[config.mk]
export PLATFORM = sky130hd
export DESIGN_NAME = game_dumper_flat
export DESIGN_NICKNAME = d
export VERILOG_FILES = /design/src/rtl/game_dumper_if.sv /design/src/rtl/game_dumper.sv /design/src/flat_wrapper.sv
export SDC_FILE = /design/constraint.sdc
export NUM_CORES = 1
export LEC_CHECK = 0
export ABC_CLOCK_PERIOD_IN_PS = 3150
export CORE_ASPECT_RATIO = 1.2
export CORE_MARGIN = 2
export CORE_UTILIZATION = 58
export CTS_BUF_LIST = sky130_fd_sc_hd__clkbuf_16
export DETAILED_ROUTE_END_ITERATION = 12
export GPL_TIMING_DRIVEN = 0
export PLACE_DENSITY = 0.83
export SLEW_MARGIN = 0
export SYNTH_ARGS = -nofsm -noshare
export SYNTH_HDL_FRONTEND = slang
export SYNTH_SLANG_ARGS = --single-unit
[constraint.sdc]
create_clock -name clk -period 3.15 [get_ports clk]
set_input_delay 0.63 -clock clk [delete_from_list [all_inputs] [get_ports clk]]
set_output_delay 0.63 -clock clk [all_outputs]
set_load 0.02 [all_outputs]
[src/rtl/game_dumper_if.sv]
// Memory read port and byte stream of the game image dumper.
// The dumper is the master side; memory controller and consumer are the slave side.
interface game_dumper_if;
    logic        mem_grant;
    logic        mem_read;
    logic [21:0] mem_addr;
    logic [7:0]  mem_din;
    logic [7:0]  out_data;
    logic        out_valid;
    logic        out_ready;

    modport master (
        input  mem_grant, mem_din, out_ready,
        output mem_read, mem_addr, out_data, out_valid
    );

    modport slave (
        output mem_grant, mem_din, out_ready,
        input  mem_read, mem_addr, out_data, out_valid
    );
endinterface

[src/rtl/game_dumper.sv]
// Streams a loaded game image back out of NES memory as an iNES byte stream:
// 16-byte header, then PRG ROM, then CHR ROM.
module game_dumper #(
    parameter logic [21:0] PRG_BASE = 22'h00_0000,
    parameter logic [21:0] CHR_BASE = 22'h20_0000
) (
    input  logic                 clk,
    input  logic                 reset,
    input  logic                 start,
    input  logic [7:0]           prg_banks,
    input  logic [7:0]           chr_banks,
    input  logic [7:0]           flags6,
    input  logic [7:0]           flags7,
    game_dumper_if.master        bus,
    output logic                 busy,
    output logic                 done
);

    typedef enum logic [2:0] {
        IDLE,
        HEADER,
        PRG,
        CHR,
        FINISHED
    } state_t;

    state_t      state;
    logic [7:0]  prg_q;
    logic [7:0]  chr_q;
    logic [7:0]  f6_q;
    logic [7:0]  f7_q;
    logic [21:0] cnt;
    logic [21:0] iss_left;
    logic [21:0] iss_addr;
    logic        iss_chr;
    logic [21:0] last_addr;
    logic        pend1;
    logic        pend2;
    logic [7:0]  data_q;
    logic        valid_q;

    logic        launch;
    logic        accept;
    logic        in_seg;
    logic        issue;
    logic [21:0] prg_size;
    logic [21:0] chr_size;
    logic [21:0] prg_size_in;
    logic [21:0] chr_size_in;

    assign prg_size    = {prg_q, 14'b0};
    assign chr_size    = {1'b0, chr_q, 13'b0};
    assign prg_size_in = {prg_banks, 14'b0};
    assign chr_size_in = {1'b0, chr_banks, 13'b0};

    assign launch = start && (state == IDLE || state == FINISHED);
    assign accept = valid_q && bus.out_ready;
    assign in_seg = (state == PRG) || (state == CHR);

    // The issue side runs ahead of the accept side, so the first CHR read
    // can go out in the same cycle the last PRG byte is accepted.
    assign issue = in_seg && bus.mem_grant && !pend1 && !pend2 &&
                   (iss_left != 22'd0) && (!valid_q || bus.out_ready);

    assign bus.mem_read  = issue;
    assign bus.mem_addr  = issue ? iss_addr : last_addr;
    assign bus.out_data  = data_q;
    assign bus.out_valid = valid_q;

    function automatic logic [7:0] hdr_at(input logic [3:0] idx);
        logic [7:0] b;
        b = 8'h00;
        case (idx)
            4'd0:    b = 8'h4E;
            4'd1:    b = 8'h45;
            4'd2:    b = 8'h53;
            4'd3:    b = 8'h1A;
            4'd4:    b = prg_q;
            4'd5:    b = chr_q;
            4'd6:    b = f6_q;
            4'd7:    b = f7_q;
            default: b = 8'h00;
        endcase
        return b;
    endfunction

    // Read issue, read pipeline tracking and the output stream FSM.
    always_ff @(posedge clk) begin
        if (reset) begin
            state     <= IDLE;
            prg_q     <= 8'd0;
            chr_q     <= 8'd0;
            f6_q      <= 8'd0;
            f7_q      <= 8'd0;
            cnt       <= 22'd0;
            iss_left  <= 22'd0;
            iss_addr  <= 22'd0;
            iss_chr   <= 1'b0;
            last_addr <= 22'd0;
            pend1     <= 1'b0;
            pend2     <= 1'b0;
            data_q    <= 8'd0;
            valid_q   <= 1'b0;
            busy      <= 1'b0;
            done      <= 1'b0;
        end else begin
            pend1 <= issue;
            pend2 <= pend1;

            if (issue) begin
                last_addr <= iss_addr;
                if (iss_left == 22'd1 && !iss_chr && chr_q != 8'd0) begin
                    iss_chr  <= 1'b1;
                    iss_addr <= CHR_BASE;
                    iss_left <= chr_size;
                end else begin
                    iss_left <= iss_left - 22'd1;
                    iss_addr <= iss_addr + 22'd1;
                end
            end

            if (launch) begin
                state   <= HEADER;
                prg_q   <= prg_banks;
                chr_q   <= chr_banks;
                f6_q    <= flags6;
                f7_q    <= flags7;
                cnt     <= 22'd0;
                valid_q <= 1'b0;
                pend1   <= 1'b0;
                pend2   <= 1'b0;
                busy    <= 1'b1;
                done    <= 1'b0;
                if (prg_banks != 8'd0) begin
                    iss_chr  <= 1'b0;
                    iss_addr <= PRG_BASE;
                    iss_left <= prg_size_in;
                end else begin
                    iss_chr  <= 1'b1;
                    iss_addr <= CHR_BASE;
                    iss_left <= chr_size_in;
                end
            end else begin
                unique case (state)
                    HEADER: begin
                        if (!valid_q) begin
                            data_q  <= hdr_at(cnt[3:0]);
                            valid_q <= 1'b1;
                        end else if (accept) begin
                            if (cnt[3:0] == 4'd15) begin
                                valid_q <= 1'b0;
                                if (prg_q != 8'd0) begin
                                    state <= PRG;
                                    cnt   <= prg_size;
                                end else if (chr_q != 8'd0) begin
                                    state <= CHR;
                                    cnt   <= chr_size;
                                end else begin
                                    state <= FINISHED;
                                    busy  <= 1'b0;
                                    done  <= 1'b1;
                                end
                            end else begin
                                cnt    <= cnt + 22'd1;
                                data_q <= hdr_at(cnt[3:0] + 4'd1);
                            end
                        end
                    end
                    PRG, CHR: begin
                        if (accept) begin
                            valid_q <= 1'b0;
                            if (cnt == 22'd1) begin
                                if (state == PRG && chr_q != 8'd0) begin
                                    state <= CHR;
                                    cnt   <= chr_size;
                                end else begin
                                    state <= FINISHED;
                                    busy  <= 1'b0;
                                    done  <= 1'b1;
                                end
                            end else begin
                                cnt <= cnt - 22'd1;
                            end
                        end
                        if (pend2) begin
                            data_q  <= bus.mem_din;
                            valid_q <= 1'b1;
                        end
                    end
                    default: begin
                        valid_q <= 1'b0;
                    end
                endcase
            end
        end
    end

endmodule
[src/flat_wrapper.sv]
// flat-port wrapper written by rule: the top's interface ports become plain ports
module game_dumper_flat 
#(
    parameter logic [21:0] PRG_BASE = 22'h00_0000,
    parameter logic [21:0] CHR_BASE = 22'h20_0000
)
  (clk, reset, start, prg_banks, chr_banks, flags6, flags7, busy, done, bus_mem_grant, bus_mem_din, bus_out_ready, bus_mem_read, bus_mem_addr, bus_out_data, bus_out_valid);
  game_dumper_if bus_i ();
  input  logic clk;
  input  logic reset;
  input  logic start;
  input  logic [7:0] prg_banks;
  input  logic [7:0] chr_banks;
  input  logic [7:0] flags6;
  input  logic [7:0] flags7;
  output logic busy;
  output logic done;
  input wire logic [$bits(bus_i.mem_grant)-1:0] bus_mem_grant;
  input wire logic [$bits(bus_i.mem_din)-1:0] bus_mem_din;
  input wire logic [$bits(bus_i.out_ready)-1:0] bus_out_ready;
  output wire logic [$bits(bus_i.mem_read)-1:0] bus_mem_read;
  output wire logic [$bits(bus_i.mem_addr)-1:0] bus_mem_addr;
  output wire logic [$bits(bus_i.out_data)-1:0] bus_out_data;
  output wire logic [$bits(bus_i.out_valid)-1:0] bus_out_valid;
  assign bus_i.mem_grant = bus_mem_grant;
  assign bus_i.mem_din = bus_mem_din;
  assign bus_i.out_ready = bus_out_ready;
  assign bus_mem_read = bus_i.mem_read;
  assign bus_mem_addr = bus_i.mem_addr;
  assign bus_out_data = bus_i.out_data;
  assign bus_out_valid = bus_i.out_valid;
  game_dumper #(.PRG_BASE(PRG_BASE), .CHR_BASE(CHR_BASE)) u_core (.clk(clk), .reset(reset), .start(start), .prg_banks(prg_banks), .chr_banks(chr_banks), .flags6(flags6), .flags7(flags7), .bus(bus_i), .busy(busy), .done(done));
endmodule
==> results of run 1 <==
-- sequential cells by signal, indices dropped and copies added (netlist names), named ones only --
register / count
u_core.bus.out_data: 8
u_core.last_addr: 22
u_core.chr_q: 8
u_core.pend1: 1
u_core.iss_left: 22
u_core.cnt: 21
u_core.bus.out_valid: 1
u_core.pend2: 1
u_core.state: 3
u_core.f6_q: 8
u_core.busy: 1
u_core.iss_addr: 22
u_core.f7_q: 8
u_core.iss_chr: 1
u_core.done: 1
u_core.prg_q: 8
-- metrics by stage --
step / total power, W / area (sq um) / hold WS [ns] / TNS [ns]
after floorplan: 0.002354 / 7979 / 0.4310 / 0
after global placement: 0.002574 / 8970 / 0.4337 / -17.71
after detailed placement: 0.002586 / 8970 / 0.4454 / -18.18
after CTS: 0.004730 / 9623 / 0.4603 / -0.01470
after global routing: 0.004901 / 9679 / 0.5028 / -0.001280
final: 0.004764 / 9679 / 0.4565 / 0
-- cells by family (layout without fill, tap and decap cells) --
group / after synthesis / count (layout) / share of synthesized area [%]
adder cells (fa/ha/maj): 11 / 11 / 1.725
flip-flops: 137 / 137 / 34.37
multiplexers: 24 / 24 / 3.356
XOR/XNOR: 42 / 42 / 4.610
AO/OA/AOI/OAI: 282 / 282 / 24.71
AND/OR/NAND/NOR: 423 / 423 / 26.86
buffers and inverters: 80 / 195 / 4.359
-- routing by layer --
metal | vias up | routed length (microns)
met4 | 0 | 1666
met1 | 3937 | 9424
met3 | 165 | 2404
li1 | 3893 | -
met5 | - | 0
met2 | 513 | 12550
-- critical path, stage by stage (launching register included) --
cell	delay [ns]
dfxtp_1	0.37
nor4_4	0.37
and3_1	0.21
clkbuf_4	0.19
a31oi_4	0.12
buf_6	0.16
buf_12	0.14
mux2_4	0.31
buf_2	0.16
-- synth_stat cells, drive strengths merged (24+ instances only) --
cell type,number
a21oi,77
buf,28
clkbuf,40
dfxtp,137
nand2,128
nand3,30
nor2,101
nor2b,27
nor3,41
nor4,24
o21ai,37
xnor2,24
-- placed cells by master (no fill, tap or decap), drive strengths merged, types with 24 or more instances in the layout --
cell and n:
nor2 101, nand3 30, nor3 41, clkbuf 59, xnor2 24, dfxtp 137
clkdlybuf4s50 53, o21ai 37, a21oi 77, nor4 24, nor2b 27, buf 45
nand2 128
-- repair_timing --
item,CTS,global route
gates resized for setup,89,13
pin swaps,2,3
buffers inserted,4,2
setup endpoints to repair,23,26
-- layout make-up --
| type | instances | share of cell area, % |
|---|---|---|
| tap | 168 | 2.172 |
| buffer | 68 | 3.348 |
| clock inverter | 14 | 2.042 |
| inverter | 12 | 0.4654 |
| sequential | 137 | 28.36 |
| clock buffer | 17 | 4.395 |
| timing repair buffer | 84 | 8.027 |
| multi-input combinational | 782 | 51.19 |
-- how the worst min path moves through the flow --
stage | cells after the start | to
finish | 2 | u_core.bus.out_data[4]
global route | 2 | u_core.f6_q[7]
CTS | 2 | u_core.bus.out_data[4]
detailed placement | 2 | u_core.bus.out_data[4]
global placement | 2 | u_core.bus.out_data[4]
floorplan | 1 | u_core.pend2
-- where the power goes --
part           internal, W  switching, W
Clock              0.00133      0.000823
Combinational     0.000313      0.000403
Sequential         0.00180     0.0000985
Total              0.00344       0.00132
==> reports/metrics.cfg, run 1 <==
[clock_tree]
cts-root-buf=clkbuf_16
clk_path_buf_depth=2
clk_latency_ns=0.44
h-tree-depth=4
path_clk_slew_ns=0.06
hold_buffers=0
cts_tree=done
clock_sinks=137
numCtsBuffers=17

[finish]
seq_area_sq_um=2745
final_cells=1282
area_delta_synth_final_pct=21.31
fill_cells=1106
antennaDiodeCount=0
drive_gt1_share_pct=12.66
layout.nets=1158
utilization_pct=72.49
multi_input_area_sq_um=4955

[grt]
grt-busiest-layer=met2
grt_pass1_wl_mm=41.57
use_met1_pct=40.45
grt_max_degree=17
grt_overflow=0
antenna_found_initial=0
grtUsageMet2_pct=60.05
gr-usage-all-layers_pct=34.99
met3_usage_pct=6.322
grt_pass1_vias=8294

[synth]
yosysSeqAreaShare_pct=34.37
synth.top_cells.by_area=dfxtp_1, nand2_1, a21oi_1, nor2_1, mux2_2
syn_inst=999
netlist.area_leader.share_pct=34.37
synth_flop_cell=dfxtp_1
async_reset_ff_share_pct=0
synth_nets=1055
ys_warn_count=0
synth-seq-cells=137
yosysTopAreaCell=dfxtp_1
syn_area_sq_um=7979
syn_avg_cell_area_sq_um=7.987
synth_cell_types=86
synth_edf_count=0

[critical_path]
cp_max_fo=10
cp-end-kind=output port
cp-endpoint=bus_mem_addr[20]
worstPathArrival_ns=2.47
ff2ff_setup_slack_ns=0.17
timing.rr.end=u_core.cnt[14]
r2r_cells=9
critPathLaunchType=flop
r2r_start=u_core.cnt[1]
path_class=flop to output port
cp-startpoint=u_core.iss_left[10]
required_ns=2.52

[timing]
slew_headroom_pct=26.88
period_minus_slack_ns=3.097
skew_ns=0.01131
hold_viol_final=0
tightest_slew_ns=1.092
drv_slew=0
clock.fmax_mhz=322.9
setup_viol=0
fin_ws_ns=0.05340
fin_crit_sh_pct=98.30

[floorplan]
die_x_microns=111.1
core-area_sq_um=13350
io-pin-count=79
die_y_microns=132.5
rows=46
dieArea_sq_um=14720
initial_core_util_pct=59.75

[place]
io_buffer_count=78
place_ws_ns=-0.8137
place_inst=1245
gp_congestion=0.9814
hpwl_mm=18.39

[detailed_routing]
drt-pass1-iter-count=10
wl_per_cell_microns=20.31
wl_mm=26.04
routed_via_density=6.637
drt_iter0_drc=956
via_count=8508
drcViolationCount=0
drt.antenna.violating_nets=0

[min_path]
hold_class=flop to flop
min_from=u_core.bus.out_data[4]

[pwr]
pwr_density_cell_nw_per_um2=492.2
p_leak_nw=3.477
irDropWorstVdd_mv=0.4385

[run_status]
status=finished, final reports clean

[flow_run]
drv_cap=0

(Power assumes the default switching activity.)
==> run 2, diff against run 1 <==
--- a/config.mk
+++ b/config.mk
@@ -13,7 +13,8 @@
 export DETAILED_ROUTE_END_ITERATION = 12
 export GPL_TIMING_DRIVEN = 0
 export PLACE_DENSITY = 0.83
-export SLEW_MARGIN = 0
+export SLEW_MARGIN = 20
 export SYNTH_ARGS = -nofsm -noshare
 export SYNTH_HDL_FRONTEND = slang
 export SYNTH_SLANG_ARGS = --single-unit
+export TNS_END_PERCENT = 30
==> reports/metrics.cfg, run 2 (synthesized netlist as in run 1, its figures left out) <==
[detailed_routing]
routed_via_density=6.594  ; was 6.637
wl_per_cell_microns=20.27  ; was 20.31 microns
drcViolationCount=0  ; unchanged
via_count=8440  ; was 8,508
drt_iter0_drc=876  ; was 956
drt-pass1-iter-count=8  ; was 10
wl_mm=25.95  ; was 26.04 mm
drt.antenna.violating_nets=0  ; unchanged

[clock_tree]
hold_buffers=0  ; unchanged
numCtsBuffers=17  ; unchanged
clk_path_buf_depth=2  ; unchanged
cts-root-buf=clkbuf_16  ; unchanged
h-tree-depth=4  ; unchanged
clk_latency_ns=0.44  ; about the same
path_clk_slew_ns=0.06  ; about the same
clock_sinks=137  ; unchanged
cts_tree=done  ; unchanged

[finish]
design_area_sq_um=9592  ; was 9679 sq um
layout_common_cells=dfxtp_1, nand2_1, nor2_1  ; unchanged
drive_gt1_share_pct=12.41  ; was 12.66%
area_delta_synth_final_pct=20.21  ; was 21.31%
reg_top3=u_core.iss_addr: 22 flops, u_core.iss_left: 22 flops, u_core.last_addr: 22 flops  ; unchanged
multi_input_area_sq_um=4947  ; was 4955 sq um
seq_area_sq_um=2745  ; unchanged
antennaDiodeCount=0  ; unchanged
fill_cells=1120  ; was 1,106
layout_commonest_cell=dfxtp_1  ; unchanged
layout.nets=1156  ; was 1,158

[grt]
gr-usage-all-layers_pct=34.98  ; was 34.99%
grt_overflow=0  ; unchanged
met3_usage_pct=6.322  ; unchanged
grt-busiest-layer=met2  ; unchanged
grt_max_degree=17  ; unchanged
use_met1_pct=40.45  ; unchanged
grt_pass1_vias=8289  ; was 8,294
grt_pass1_wl_mm=41.56  ; was 41.57 mm
antenna_found_initial=0  ; unchanged
grtUsageMet2_pct=60.02  ; was 60.05%

[min_path]
hold_class=flop to flop  ; unchanged
worstHoldPathCells=2  ; unchanged

[timing]
fin_ws_ns=0.06635  ; was 0.05340 ns
drv_slew=0  ; unchanged
hold_viol_final=0  ; unchanged
fin_crit_sh_pct=97.89  ; was 98.30%
clock.fmax_mhz=324.3  ; was 322.9 MHz
tightest_slew_ns=1.060  ; was 1.092 ns
slew_headroom_pct=28.98  ; was 26.88%
setup_viol=0  ; unchanged
holdWs_ns=0.4563  ; was 0.4565 ns
rsz0062_at_grt=yes
skew_ns=0.009157  ; was 0.01131 ns
period_minus_slack_ns=3.084  ; was 3.097 ns

[pwr]
power.switching_w=0.001322  ; was 0.001324 W
finalPower_w=0.004753  ; was 0.004764 W
combPwrFrac_pct=14.8  ; was 15.0%
pwr_density_cell_nw_per_um2=495.5  ; was 492.2 nW/um^2
p_seq_share_pct=39.9  ; was 39.8%
p_leak_nw=3.473  ; was 3.477 nW
swShare_pct=27.81  ; was 27.80%
irDropWorstVdd_mv=0.4397  ; was 0.4385 mV
p_int_w=0.003431  ; was 0.003440 W
clock_power_share_pct=45.3  ; was 45.1%

[floorplan]
die_y_microns=132.5  ; unchanged
dieArea_sq_um=14720  ; unchanged
initial_core_util_pct=59.75  ; unchanged
die_x_microns=111.1  ; unchanged
core-area_sq_um=13350  ; unchanged
rows=46  ; unchanged
io-pin-count=79  ; unchanged

[critical_path]
cp_max_fo=6  ; was 10
critPathLaunchType=flop  ; unchanged
cp-end-kind=output port  ; unchanged
r2r_cells=9  ; unchanged
required_ns=2.52  ; about the same
path_class=flop to output port  ; unchanged
worstPathArrival_ns=2.45  ; was 2.47 ns

[place]
io_buffer_count=78  ; unchanged
gp_congestion=0.9814  ; unchanged
place_ws_ns=-0.8137  ; unchanged
hpwl_mm=18.39  ; unchanged
placed_area_sq_um=8970  ; unchanged

[flow_run]
drv_cap=0  ; unchanged

[run_status]
status=finished, final reports clean  ; unchanged

## run 2: power groups by stage
stage / clock network [W] / registers [W] / logic (W)
2_1_floorplan: 0 / 0.00190 / 0.000450
3_3_place_gp: 0 / 0.00192 / 0.000653
3_5_place_dp: 0 / 0.00192 / 0.000662
4_1_cts: 0.00216 / 0.00189 / 0.000682
5_1_grt: 0.00222 / 0.00190 / 0.000764
6_report: 0.00215 / 0.00190 / 0.000703
## run 2: repair_timing
item / 4_1_cts / 5_1_grt
setup buffers: 4 / 0
pin swaps: 2 / 2
endpoints found under the setup margin: 23 / 26
gates resized for setup: 80 / 18
## run 2: final cells by class
cell class	count	share of cell area [%]
multi-input combinational	782	51.58
sequential	137	28.62
clock inverter	14	2.061
timing repair buffer	82	7.357
buffer	68	3.287
tap	168	2.191
clock buffer	17	4.435
inverter	12	0.4696
## run 2: path summary, 6_finish.rpt
check | slack, ns | start | end
max | 0.07 | u_core.iss_left[8] | bus_mem_addr[4]
min reg2reg | 0.46 | u_core.bus.out_data[4] | u_core.bus.out_data[4]
min | 0.46 | u_core.bus.out_data[4] | u_core.bus.out_data[4]
max reg2reg | 0.18 | u_core.cnt[1] | u_core.cnt[14]
## run 2: worst max-delay path, stage by stage, from the launching register on
cell and delay (ns):
dfxtp_1 0.36, or4_1 0.62, nor2_8 0.17, a31oi_4 0.11, buf_6 0.16, buf_4 0.15, mux2_2 0.28, buf_2 0.16
## run 2: per-stage QoR
stage | std cells | TNS (ns) | util [%]
after floorplan | 999 | 0 | -
after global placement | 1245 | -17.71 | 67.18
after detailed placement | 1245 | -18.18 | 67.18
after CTS | 1280 | -0.04828 | 71.98
after global routing | 1280 | -0.01254 | 71.83
final | 1280 | 0 | 71.83
## run 2: layer usage
metal	share of wire (%)	vias to the layer above
met5	0	-
met2	48	507
met4	6.1	0
li1	-	3897
met1	37	3890
met3	8.8	146
==> run 3, diff against run 2 <==
--- a/config.mk
+++ b/config.mk
@@ -8,11 +8,11 @@
 export ABC_CLOCK_PERIOD_IN_PS = 3150
 export CORE_ASPECT_RATIO = 1.2
 export CORE_MARGIN = 2
-export CORE_UTILIZATION = 58
+export CORE_UTILIZATION = 55
 export CTS_BUF_LIST = sky130_fd_sc_hd__clkbuf_16
 export DETAILED_ROUTE_END_ITERATION = 12
 export GPL_TIMING_DRIVEN = 0
-export PLACE_DENSITY = 0.83
+export PLACE_DENSITY = 0.79
 export SLEW_MARGIN = 20
 export SYNTH_ARGS = -nofsm -noshare
 export SYNTH_HDL_FRONTEND = slang
==> reports/metrics.cfg, run 3 (synthesized netlist as in run 1, its figures left out) <==
[place]
io_buffer_count=78  ; unchanged
placed_area_sq_um=8979  ; was 8970 sq um
gp_congestion=0.9762  ; was 0.9814
place_inst=1252  ; was 1,245
hpwl_mm=18.48  ; was 18.39 mm

[clock_tree]
path_clk_slew_ns=0.06  ; about the same
clk_path_buf_depth=2  ; unchanged
cts-root-buf=clkbuf_16  ; unchanged
cts_tree=done  ; unchanged
h-tree-depth=4  ; unchanged
clk_latency_ns=0.43  ; was 0.44 ns
clock_sinks=137  ; unchanged
numCtsBuffers=17  ; unchanged

[floorplan]
initial_core_util_pct=55.82  ; was 59.75%
io-pin-count=79  ; unchanged
core-area_sq_um=14290  ; was 13,350 sq um
die_x_microns=114.0  ; was 111.1 microns
dieArea_sq_um=15490  ; was 14,720 sq um
die_y_microns=135.9  ; was 132.5 microns
rows=48  ; was 46

[finish]
area_delta_synth_final_pct=19.90  ; was 20.21%
seq_area_sq_um=2744  ; was 2745 sq um
drive_gt1_share_pct=11.95  ; was 12.41%
fill_cells=1231  ; was 1,120
multi_input_area_sq_um=4941  ; was 4947 sq um
design_area_sq_um=9567  ; was 9592 sq um
antennaDiodeCount=0  ; unchanged
layout.nets=1156  ; unchanged
final_cells=1288  ; was 1,280
reg_top3=u_core.iss_addr: 22 flops, u_core.iss_left: 22 flops, u_core.last_addr: 22 flops  ; unchanged
layout_common_cells=dfxtp_1, nand2_1, nor2_1  ; unchanged
layout_commonest_cell=dfxtp_1  ; unchanged

[critical_path]
r2r_start=u_core.cnt[0]  ; was u_core.cnt[1]
required_ns=2.52  ; about the same
timing.rr.end=u_core.bus.out_data[7]  ; was u_core.cnt[14]
worst_path_max_delay_cell=clkdlybuf4s50_1  ; was or4_1
path_class=primary input to output port  ; was flop to output port
ff2ff_setup_slack_ns=0.26  ; was 0.18 ns
worstPathArrival_ns=2.53  ; was 2.45 ns
cp-end-kind=output port  ; unchanged
critPathLaunchType=primary input  ; was flop
crit_chain=clkdlybuf4s50_1, nor3b_4, nand3_2, a31oi_4, buf_6, mux2_2, clkdlybuf4s15_2  ; was or4_1, nor2_8, a31oi_4, buf_6, buf_4, mux2_2, buf_2
slowest_delay_ns=0.49  ; was 0.62 ns
r2r_cells=9  ; unchanged
cp_max_fo=10  ; was 6

[min_path]
worstHoldPathCells=2  ; unchanged
hold_end=u_core.bus.out_data[4]  ; unchanged
hold_class=flop to flop  ; unchanged
min_from=u_core.bus.out_data[4]  ; unchanged

[timing]
fin_ws_ns=-0.01061  ; was 0.06635 ns
setup_viol=3  ; was 0
drv_slew=0  ; unchanged
fin_crit_sh_pct=100.3  ; was 97.89%
skew_ns=0.007544  ; was 0.009157 ns
rsz0062_at_grt=yes  ; unchanged
hold_viol_final=0  ; unchanged
fin_tns_setup_ns=-0.02570  ; was 0 ns
tightest_slew_ns=1.068  ; was 1.060 ns
period_minus_slack_ns=3.161  ; was 3.084 ns
slew_headroom_pct=28.56  ; was 28.98%
clock.fmax_mhz=316.4  ; was 324.3 MHz

[grt]
antenna_found_initial=0  ; unchanged
grt_max_degree=17  ; unchanged
gr-usage-all-layers_pct=33.25  ; was 34.98%
grt_pass1_wl_mm=40.62  ; was 41.56 mm
grt_pass1_vias=7998  ; was 8,289
grt_overflow=0  ; unchanged

[detailed_routing]
drcViolationCount=0  ; unchanged
drt-pass1-iter-count=8  ; unchanged
drt_iter0_drc=921  ; was 876
drt.antenna.violating_nets=0  ; unchanged
routed_via_density=6.472  ; was 6.594
wl_mm=25.64  ; was 25.95 mm
wl_per_cell_microns=19.91  ; was 20.27 microns
via_count=8336  ; was 8,440

[pwr]
finalPower_w=0.004522  ; was 0.004753 W
pwr_density_cell_nw_per_um2=472.6  ; was 495.5 nW/um^2
irDropWorstVdd_mv=0.3561  ; was 0.4397 mV
p_leak_nw=3.439  ; was 3.473 nW

[run_status]
failed_checks=negative setup slack
status=complete, but fails checks  ; was finished, final reports clean

[flow_run]
drv_cap=0  ; unchanged

-- run 3: cell count changes in the layout (fill, tap and decap cells not counted), sizes merged, moves of 3 or more --
cell,previous run,this run
clkinv,2,10
clkdlybuf4s15,1,7
clkbuf,68,63
clkinvlp,3,0
-- run 3: critical path: cells and delay by family --
kind	cells	cell delay, ns
AND/OR/NAND/NOR	2	0.35
buffers and inverters	3	0.94
multiplexers	1	0.36
AO/OA/AOI/OAI	1	0.25
-- run 3: repair_timing --
action	CTS	global route
buffers inserted	2	2
endpoints found under the setup margin	23	28
hold buffers	0	0
pin swaps	2	3
gates resized for setup	68	22
cloned	0	0
-- run 3: worst max-delay path by stage --
stage	startpoint	end	slack, ns	depth (start not counted)
after floorplan	bus_mem_grant	bus_mem_addr[10]	0.46	5
after global placement	bus_mem_grant	bus_mem_addr[7]	-0.78	7
after detailed placement	bus_mem_grant	bus_mem_addr[12]	-0.76	7
after CTS	bus_mem_grant	bus_mem_addr[20]	-0.04	7
after global routing	bus_mem_grant	bus_mem_addr[19]	-0.06	7
final	bus_mem_grant	bus_mem_addr[19]	-0.01	7
-- run 3: where the power goes --
part           switching (W)  leakage [nW]  total [W]  internal [W]
combinational       0.000389          2.04   0.000692      0.000303
sequential         0.0000985          1.11    0.00190       0.00180
clock               0.000781         0.282    0.00193       0.00115
-- run 3: final cells by class --
type                       instances  share of cell area [%]
sequential                       137                   28.68
clock inverter                    15                   1.399
inverter                          12                  0.4708
clock buffer                      17                   4.447
timing repair buffer              82                   7.808
buffer                            68                   3.257
multi-input combinational        782                   51.65
tap                              175                   2.289
-- run 3: routing by layer --
layer | track usage (%) | vias to the layer above | routed length, microns
met2 | 58.37 | 427 | 12670
met5 | 0 | - | 0
met1 | 37.82 | 3897 | 9661
met3 | 6.420 | 118 | 1987
li1 | - | 3894 | -
met4 | 18.16 | 0 | 1326
-- run 3: metrics by stage --
step                setup WS (ns)  util, %  hold WS, ns
global placement          -0.7807    62.82       0.4333
global route             -0.06217    66.93       0.4775
floorplan                  0.4616        -       0.4310
CTS                      -0.04182    67.21       0.4516
finish                   -0.01061    66.93       0.4478
detailed placement        -0.7625    62.82       0.4381
